## config.mk

```make
export PLATFORM = sky130hd
export DESIGN_NAME = weight_az_param_flat
export DESIGN_NICKNAME = d
export VERILOG_FILES = /design/src/rtl/weight_az_param_if.sv /design/src/rtl/weight_az_param.sv /design/src/flat_wrapper.sv
export SDC_FILE = /design/constraint.sdc
export NUM_CORES = 2
export LEC_CHECK = 0
export ABC_CLOCK_PERIOD_IN_PS = 8150
export CAP_MARGIN = 40
export CORE_MARGIN = 1
export CORE_UTILIZATION = 59
export CTS_CLUSTER_DIAMETER = 40
export DETAILED_ROUTE_END_ITERATION = 10
export PLACE_DENSITY = 0.9
export SLEW_MARGIN = 0
export SYNTH_ARGS = -nofsm -noshare
export SYNTH_HDL_FRONTEND = slang
export SYNTH_SLANG_ARGS = --single-unit
```

## constraint.sdc

```tcl
create_clock -name clk -period 8.15 [get_ports clk]
set_input_delay 1.63 -clock clk [delete_from_list [all_inputs] [get_ports clk]]
set_output_delay 1.63 -clock clk [all_outputs]
set_load 0.05 [all_outputs]
```

## src/rtl/weight_az_param_if.sv

```systemverilog
// Request, memory-read and memory-write signals of the bandwidth-expansion
// (weighted LPC) engine.
interface weight_az_param_if #(
  parameter int AW = 12,
  parameter int DW = 32
);
  logic          start;
  logic          dual;
  logic [AW-1:0] A;
  logic [AW-1:0] AP;
  logic [AW-1:0] AP2;
  logic [AW-1:0] gammaAddr;
  logic [DW-1:0] readIn;
  logic [AW-1:0] readAddr;
  logic [AW-1:0] writeAddr;
  logic [DW-1:0] writeOut;
  logic          writeEn;
  logic          busy;
  logic          done;

  modport master (
    output start, dual, A, AP, AP2, gammaAddr, readIn,
    input  readAddr, writeAddr, writeOut, writeEn, busy, done
  );

  modport slave (
    input  start, dual, A, AP, AP2, gammaAddr, readIn,
    output readAddr, writeAddr, writeOut, writeEn, busy, done
  );
endinterface

```

## src/rtl/weight_az_param.sv

```systemverilog
// Weights LPC coefficients by successive powers of gamma: ap[i] = a[i]*gamma^i
// in Q15, with one or two gamma sets read from and written back to memory.
module weight_az_param #(
  parameter int ORDER = 10,
  parameter int AW    = 12,
  parameter int DW    = 32
) (
  input  logic                     clk,
  input  logic                     reset,
  weight_az_param_if.slave         bus
);

  localparam int IW = $clog2(ORDER + 2);
  localparam logic [IW-1:0] LAST_IDX = IW'(ORDER);

  typedef enum logic [2:0] {IDLE, RG, LG, RA, WA, DONE} state_t;

  state_t                state;
  logic [IW-1:0]         idx;
  logic signed [15:0]    fac;
  logic signed [15:0]    gamma;
  logic                  dualMode;
  logic                  secondPass;
  logic [AW-1:0]         baseA;
  logic [AW-1:0]         baseAp;
  logic [AW-1:0]         baseAp2;
  logic [AW-1:0]         gammaBase;

  logic signed [15:0]    coefIn;
  logic signed [15:0]    termNext;
  logic signed [15:0]    facNext;
  logic                  unusedReadHi;

  // Q15 fractional multiply; only -1 * -1 can overflow the doubled product.
  function automatic logic signed [31:0] lMult(input logic signed [15:0] x,
                                                input logic signed [15:0] y);
    logic signed [31:0] prod;
    prod = 32'(x) * 32'(y);
    if (x == 16'sh8000 && y == 16'sh8000)
      return 32'sh7FFF_FFFF;
    return prod <<< 1;
  endfunction

  function automatic logic signed [15:0] roundSat(input logic signed [31:0] l);
    logic signed [32:0] sum;
    sum = 33'(l) + 33'sd32768;
    if (sum > 33'sh0_7FFF_FFFF)
      return 16'sh7FFF;
    return sum[31:16];
  endfunction

  function automatic logic [DW-1:0] signExt(input logic signed [15:0] v);
    return {{(DW-16){v[15]}}, v};
  endfunction

  assign coefIn       = bus.readIn[15:0];
  assign unusedReadHi = ^bus.readIn[DW-1:16];
  assign termNext     = roundSat(lMult(coefIn, fac));
  assign facNext      = roundSat(lMult(gamma, fac));

  // Operation parameters are frozen at acceptance so the inputs may change freely afterwards.
  always_ff @(posedge clk) begin
    if (state == IDLE && bus.start) begin
      baseA     <= bus.A;
      baseAp    <= bus.AP;
      baseAp2   <= bus.AP2;
      gammaBase <= bus.gammaAddr;
    end
  end

  always_ff @(posedge clk or negedge reset) begin
    if (!reset) begin
      state         <= IDLE;
      idx           <= '0;
      fac           <= '0;
      gamma         <= '0;
      dualMode      <= 1'b0;
      secondPass    <= 1'b0;
      bus.readAddr  <= '0;
      bus.writeAddr <= '0;
      bus.writeOut  <= '0;
      bus.writeEn   <= 1'b0;
      bus.busy      <= 1'b0;
      bus.done      <= 1'b0;
    end else begin
      bus.writeEn <= 1'b0;
      bus.done    <= 1'b0;
      case (state)
        IDLE: begin
          if (bus.start) begin
            dualMode     <= bus.dual;
            secondPass   <= 1'b0;
            bus.readAddr <= bus.gammaAddr;
            bus.busy     <= 1'b1;
            state        <= RG;
          end
        end
        RG: state <= LG;
        LG: begin
          gamma        <= coefIn;
          fac          <= coefIn;
          idx          <= '0;
          bus.readAddr <= baseA;
          state        <= RA;
        end
        RA: state <= WA;
        WA: begin
          bus.writeEn   <= 1'b1;
          bus.writeAddr <= (secondPass ? baseAp2 : baseAp) + AW'(idx);
          // a[0] passes through untouched; fac only advances from i=1 onward.
          if (idx == '0) begin
            bus.writeOut <= signExt(coefIn);
          end else begin
            bus.writeOut <= signExt(termNext);
            fac          <= facNext;
          end
          idx <= idx + 1'b1;
          if (idx != LAST_IDX) begin
            bus.readAddr <= baseA + AW'(idx + 1'b1);
            state        <= RA;
          end else if (dualMode && !secondPass) begin
            secondPass   <= 1'b1;
            bus.readAddr <= gammaBase + AW'(1);
            state        <= RG;
          end else begin
            bus.done <= 1'b1;
            state    <= DONE;
          end
        end
        DONE: begin
          bus.busy <= 1'b0;
          state    <= IDLE;
        end
        default: state <= IDLE;
      endcase
    end
  end

endmodule
```

## src/flat_wrapper.sv

```systemverilog
// flat-port wrapper written by rule: the top's interface ports become plain ports
module weight_az_param_flat 
#(
  parameter int ORDER = 10,
  parameter int AW    = 12,
  parameter int DW    = 32
)
  (clk, reset, bus_start, bus_dual, bus_A, bus_AP, bus_AP2, bus_gammaAddr, bus_readIn, bus_readAddr, bus_writeAddr, bus_writeOut, bus_writeEn, bus_busy, bus_done);
  weight_az_param_if #(.AW(AW), .DW(DW)) bus_i ();
  input  logic clk;
  input  logic reset;
  input wire logic [$bits(bus_i.start)-1:0] bus_start;
  input wire logic [$bits(bus_i.dual)-1:0] bus_dual;
  input wire logic [$bits(bus_i.A)-1:0] bus_A;
  input wire logic [$bits(bus_i.AP)-1:0] bus_AP;
  input wire logic [$bits(bus_i.AP2)-1:0] bus_AP2;
  input wire logic [$bits(bus_i.gammaAddr)-1:0] bus_gammaAddr;
  input wire logic [$bits(bus_i.readIn)-1:0] bus_readIn;
  output wire logic [$bits(bus_i.readAddr)-1:0] bus_readAddr;
  output wire logic [$bits(bus_i.writeAddr)-1:0] bus_writeAddr;
  output wire logic [$bits(bus_i.writeOut)-1:0] bus_writeOut;
  output wire logic [$bits(bus_i.writeEn)-1:0] bus_writeEn;
  output wire logic [$bits(bus_i.busy)-1:0] bus_busy;
  output wire logic [$bits(bus_i.done)-1:0] bus_done;
  assign bus_i.start = bus_start;
  assign bus_i.dual = bus_dual;
  assign bus_i.A = bus_A;
  assign bus_i.AP = bus_AP;
  assign bus_i.AP2 = bus_AP2;
  assign bus_i.gammaAddr = bus_gammaAddr;
  assign bus_i.readIn = bus_readIn;
  assign bus_readAddr = bus_i.readAddr;
  assign bus_writeAddr = bus_i.writeAddr;
  assign bus_writeOut = bus_i.writeOut;
  assign bus_writeEn = bus_i.writeEn;
  assign bus_busy = bus_i.busy;
  assign bus_done = bus_i.done;
  weight_az_param #(.ORDER(ORDER), .AW(AW), .DW(DW)) u_core (.clk(clk), .reset(reset), .bus(bus_i));
endmodule
```

==> run metrics <==
layout cells sized above 1=11.8%; slowest stage delay, CP=0.86 ns; setup violators final=19; CP max stage cell=fa_1; final worst clock skew=0.0316 ns; initial drt markers=3,375; WL per Instance=24.1 um; Worst Setup SP=bus_readIn[15]; # rows=77; Crit Path Category=primary input to register; crit path DAT=9.14 ns; Final Max Slew Viols=0; H-tree depth=4; Synth Cell Area=26,600 um^2; Placer Congestion=0.914; Post-synth EDFFs=48; Fmax=114 MHz; CTS Root Cell=clkbuf_16; Placed Area=29,500 um^2; Final Cell Area=31,000 um^2; buffers added on ports=126; total global-route track usage=34.2%; Slew @ Worst Pin=1.05 ns; final WL=90.8 mm; die footprint=45,900 um^2; min Tclk post-route=8.77 ns; largest net degree at the start of global routing=50; worst-case clock buffer depth=2; DRT antenna net count=0; Async SR Flop Fraction=63.6%; DP HPWL=54.4 mm; Die X=214 um; Crit Path Max Fanout=13; crit path to=u_core.bus.writeOut[11]; Netlist cell types=79; hold_buf cts=0; max cap viols=0; worst rel slew slack=30.1%; DRC violation count after routing=0; average size of a mapped cell=9.06 um^2; Yosys reg bits=132; Fin. Hold Viols=0; Ports=143; worst r2r dst=u_core.bus.writeOut[11]; initial antenna violation count=5; Worst R2R Setup Slack=-0.18 ns; failing checks=negative setup slack; first-pass GRT wire length=125 mm; worst hold margin=0.502 ns; Area growth, synth to finish=16.4%; CTS tree=done; Place WS=-0.811 ns; worst reg-to-reg path cell count=25; Synth area leaders=fa_1, inv_1, ha_1, dfrtp_1, and2_1; vias in the first global route=24,900; worst skew pair latency=0.46 ns; clock slew seen by the registers of the worst setup and hold paths=0.08 ns; vias=24,300; Synth Flop Type=dfrtp_1; initial core utilization=60.0%; Synth warnings=0; Crit path required time=8.52 ns; Die Y=214 um; Syn Nets=3,710; CTS sink cnt=132; post-synth top area share=38.7%; vias per inst=6.45; type of origin of the critical path=primary input; layout net count=3,932; worst hold path type=register to register; Cells after Synth=2,935; RR Startpoint=u_core.fac[4]; sequential element share of the synthesized area=13.3%; status=finished, violations left; post-route worst setup slack=-0.625 ns; drt pass-1 iters=11; core area=44,300 um^2; Worst Setup End Kind=register; CP most frequent cell=fa_1; Final period util=108%; cell taking the most area after synthesis=fa_1; GR Overflow Total=0; fin util=69.9%; total CTS buffers=17
kinds of logic (layout without fill, tap and decap cells):
kind of cell	count (synthesis)	in the layout	synth area share [%]
other	0	3	0
adder cells (fa/ha/maj)	691	691	47.0
flip-flops	132	132	13.3
XOR/XNOR	101	101	3.33
AO/OA/AOI/OAI	345	345	8.49
AND/OR/NAND/NOR	888	888	16.1
multiplexers	17	17	0.668
buffers and inverters	761	996	11.1
placed cells by master, fill, tap and decap left out, types with 19 or more instances in the layout:
master and n:
edfxtp_1 48, o21ai_1 28, o21ai_0 44, clkdlybuf4s50_1 110, and2_1 242, nand3_1 23, buf_6 19, buf_4 213
fa_1 499, nor3_1 25, inv_1 584, nand2_1 386, ha_1 168, xor2_1 29, nor2_1 108, dfrtp_1 80
xnor2_1 69, a21oi_1 98
worst max-delay path: cells and delay by family:
family	cells	cell delay [ns]
compound gates	6	1.47
buf+inv	7	1.34
simple gates	6	0.75
fa+ha+maj	7	3.90
synthesized netlist by cell type (all sizes together) (24+ instances only):
cell type / instances
inv: 593
fa: 514
nand2: 389
and2: 244
ha: 177
clkbuf: 139
nor2: 113
a21oi: 103
dfrtp: 84
o21ai: 75
xnor2: 71
edfxtp: 48
xor2: 30
buf: 29
nor3: 26
a211oi: 25
nand3: 24
routing by layer:
metal,wire [um],up-vias,GRT usage [%]
met2,41200,2391,57.4
met4,9830,4,22.5
li1,-,9456,-
met1,26600,11500,39.2
met5,32,-,0
met3,13100,962,7.84
sequential cells by signal, summed over array words and instances (netlist names):
name                  flops
u_core.baseA             12
u_core.baseAp            12
u_core.baseAp2           12
u_core.bus.busy           1
u_core.bus.done           1
u_core.bus.readAddr      12
u_core.bus.writeAddr     12
u_core.bus.writeEn        1
u_core.bus.writeOut      16
u_core.dualMode           1
u_core.fac               16
u_core.gamma             16
u_core.gammaBase         12
u_core.idx                4
u_core.secondPass         1
u_core.state              3
how the worst min path moves through the flow:
stage	cells after the start	to	slack, ns	start
final	2	u_core.bus.writeAddr[11]	0.50	u_core.bus.writeAddr[11]
after detailed placement	2	u_core.bus.writeAddr[5]	0.47	u_core.bus.writeAddr[5]
after global placement	2	u_core.bus.writeAddr[5]	0.46	u_core.bus.writeAddr[5]
after global routing	2	u_core.bus.writeAddr[4]	0.55	u_core.bus.writeAddr[4]
after CTS	2	u_core.bus.writeAddr[11]	0.50	u_core.bus.writeAddr[11]
after floorplan	1	u_core.dualMode	0.50	u_core.dualMode
timing repair:
action	CTS	global route
pin swaps	4	52
setup endpoints to repair	15	32
buffers inserted	0	31
gates cloned	0	2
resized for setup	16	109
metrics by stage:
stage,std cells,setup TNS (ns)
3_3_place_gp,3694,-9.18
5_1_grt,3763,-12.61
2_1_floorplan,2935,0
6_report,3765,-9.58
3_5_place_dp,3696,-11.41
4_1_cts,3728,0
cell type report:
class	instances	area, um^2
multi-input combinational	2042	20500
tap	592	741
clock buffer	19	453
sequential	132	3550
fill	2681	13400
antenna	3	7.51
inverter	593	2230
clock inverter	13	159
timing repair buffer	371	3330
Power is left out: the tool's default activity adds up to more than one toggle a clock period on the data nets, which glitch-free logic cannot reach.
==> patch, RTL diff (same flow settings) <==
The 6 states of `state_t` get a one-hot encoding in 6 bits.
--- a/src/rtl/weight_az_param.sv
+++ b/src/rtl/weight_az_param.sv
@@ -14,5 +14,5 @@
   localparam logic [IW-1:0] LAST_IDX = IW'(ORDER);
 
-  typedef enum logic [2:0] {IDLE, RG, LG, RA, WA, DONE} state_t;
+  typedef enum logic [5:0] {IDLE = 6'b000001, RG = 6'b000010, LG = 6'b000100, RA = 6'b001000, WA = 6'b010000, DONE = 6'b100000} state_t;
 
   state_t                state;
Function: same outputs for any inputs over 4 cycles, from zero or initial values and one cycle with reset low; so few cycles prove little.
==> patch against the original RTL <==
Critical path depth is 1 higher; utilization down 0.85 points; wire length down 13%; count of clock-buffer cells in the layout is 2 lower; largest cell class unchanged; synthesized area grew 1.5%; highest routed layer unchanged; sequential cell count rose by 3; via count is 5.5% lower; global-route usage is 1.4 points lower; worst setup slack better by 0.63 ns; final area increased by 0.94%.
Power is not shown: default switching activity piles up to over one toggle a cycle in this logic, so the estimate is an artifact.
==> patch: results (changes against the original RTL) <==
stage;metric;value;unit;change
status;status;finished clean;;was finished, violations left
sta;fin crit share;99.93;%;was 107.7%
setup_path;r2r setup slk;0.14;ns;was -0.18 ns
yosys;syn_nets;3723;;was 3,710
sta;Max Clock Skew;0.01573;ns;was 0.03159 ns
grt;antenna violations before repair;1;;was 5
cells_and_area;num sequential;135;;was 132
cells_and_area;number of diodes;1;;was 3
placement;area post-placement;29940;um^2;was 29,550 um^2
grt;met2 Usage GRT;55.61;%;was 57.39%
grt;GR Util met1;38.52;%;was 39.21%
setup_path;Worst EP arrival;8.53;ns;was 9.14 ns
placement;post-DP HPWL;55.49;mm;was 54.42 mm
cells_and_area;fraction of layout cells with a size suffix above 1;12.23;%;was 11.80%
cells_and_area;fraction of area in multi-input gates;66.70;%;was 66.18%
cells_and_area;NumNets Final;3918;;was 3,932
route;DR vias;22960;;was 24,300
hold_path;Hold Path Origin;u_core.bus.writeOut[10];;was u_core.bus.writeAddr[11]
route;routed wire length on met2;38.15;mm;was 41.17 mm
cells_and_area;sequential cell area share;11.62;%;was 11.46%
setup_path;CP max FO;7;;was 13
cells_and_area;comb_multi_in;2052;;was 2,042
yosys;Commonest cells post-synth;inv_1 (596), fa_1 (514), nand2_1 (428);;was inv_1 (593), fa_1 (514), nand2_1 (389)
setup_path;Worst R2R End;u_core.fac[12];;was u_core.bus.writeOut[11]
route;DRT Wirelength;78.69;mm;was 90.78 mm
grt;largest net degree at the start of global routing;63;;was 50
hold_path;Hold Path Sink;u_core.bus.writeOut[10];;was u_core.bus.writeAddr[11]
setup_path;largest incremental delay on the critical path;0.56;ns;was 0.86 ns
yosys;sequential share of the synthesized area;13.40;%;was 13.32%
grt;global-route wire length before repair;120.5;mm;was 124.6 mm
[patch: cell count changes in the layout (fill, tap and decap cells not counted), moves of 15 or more]
cell | before | now
a21oi_1 | 98 | 76
nor3_1 | 25 | 8
buf_4 | 213 | 183
o21ai_0 | 44 | 75
o22ai_1 | 16 | 1
nand2_1 | 386 | 427
nor2_1 | 108 | 82
a21o_1 | 14 | 29
[patch: tightest hold or removal path, cell delays in order (launching register included)]
cell	delay, ns
dfrtp_1	0.35
nand2_1	0.05
nand2_1	0.05
[patch: kinds of logic after synthesis]
kind of cell | Yosys count | synth area share (%)
flip-flops | 135 | 13.40
AND/OR/NAND/NOR | 905 | 16.56
adder cells (fa/ha/maj) | 691 | 46.30
buffers and inverters | 761 | 10.95
multiplexers | 17 | 0.6857
XOR/XNOR | 94 | 3.048
AO/OA/AOI/OAI | 345 | 9.053
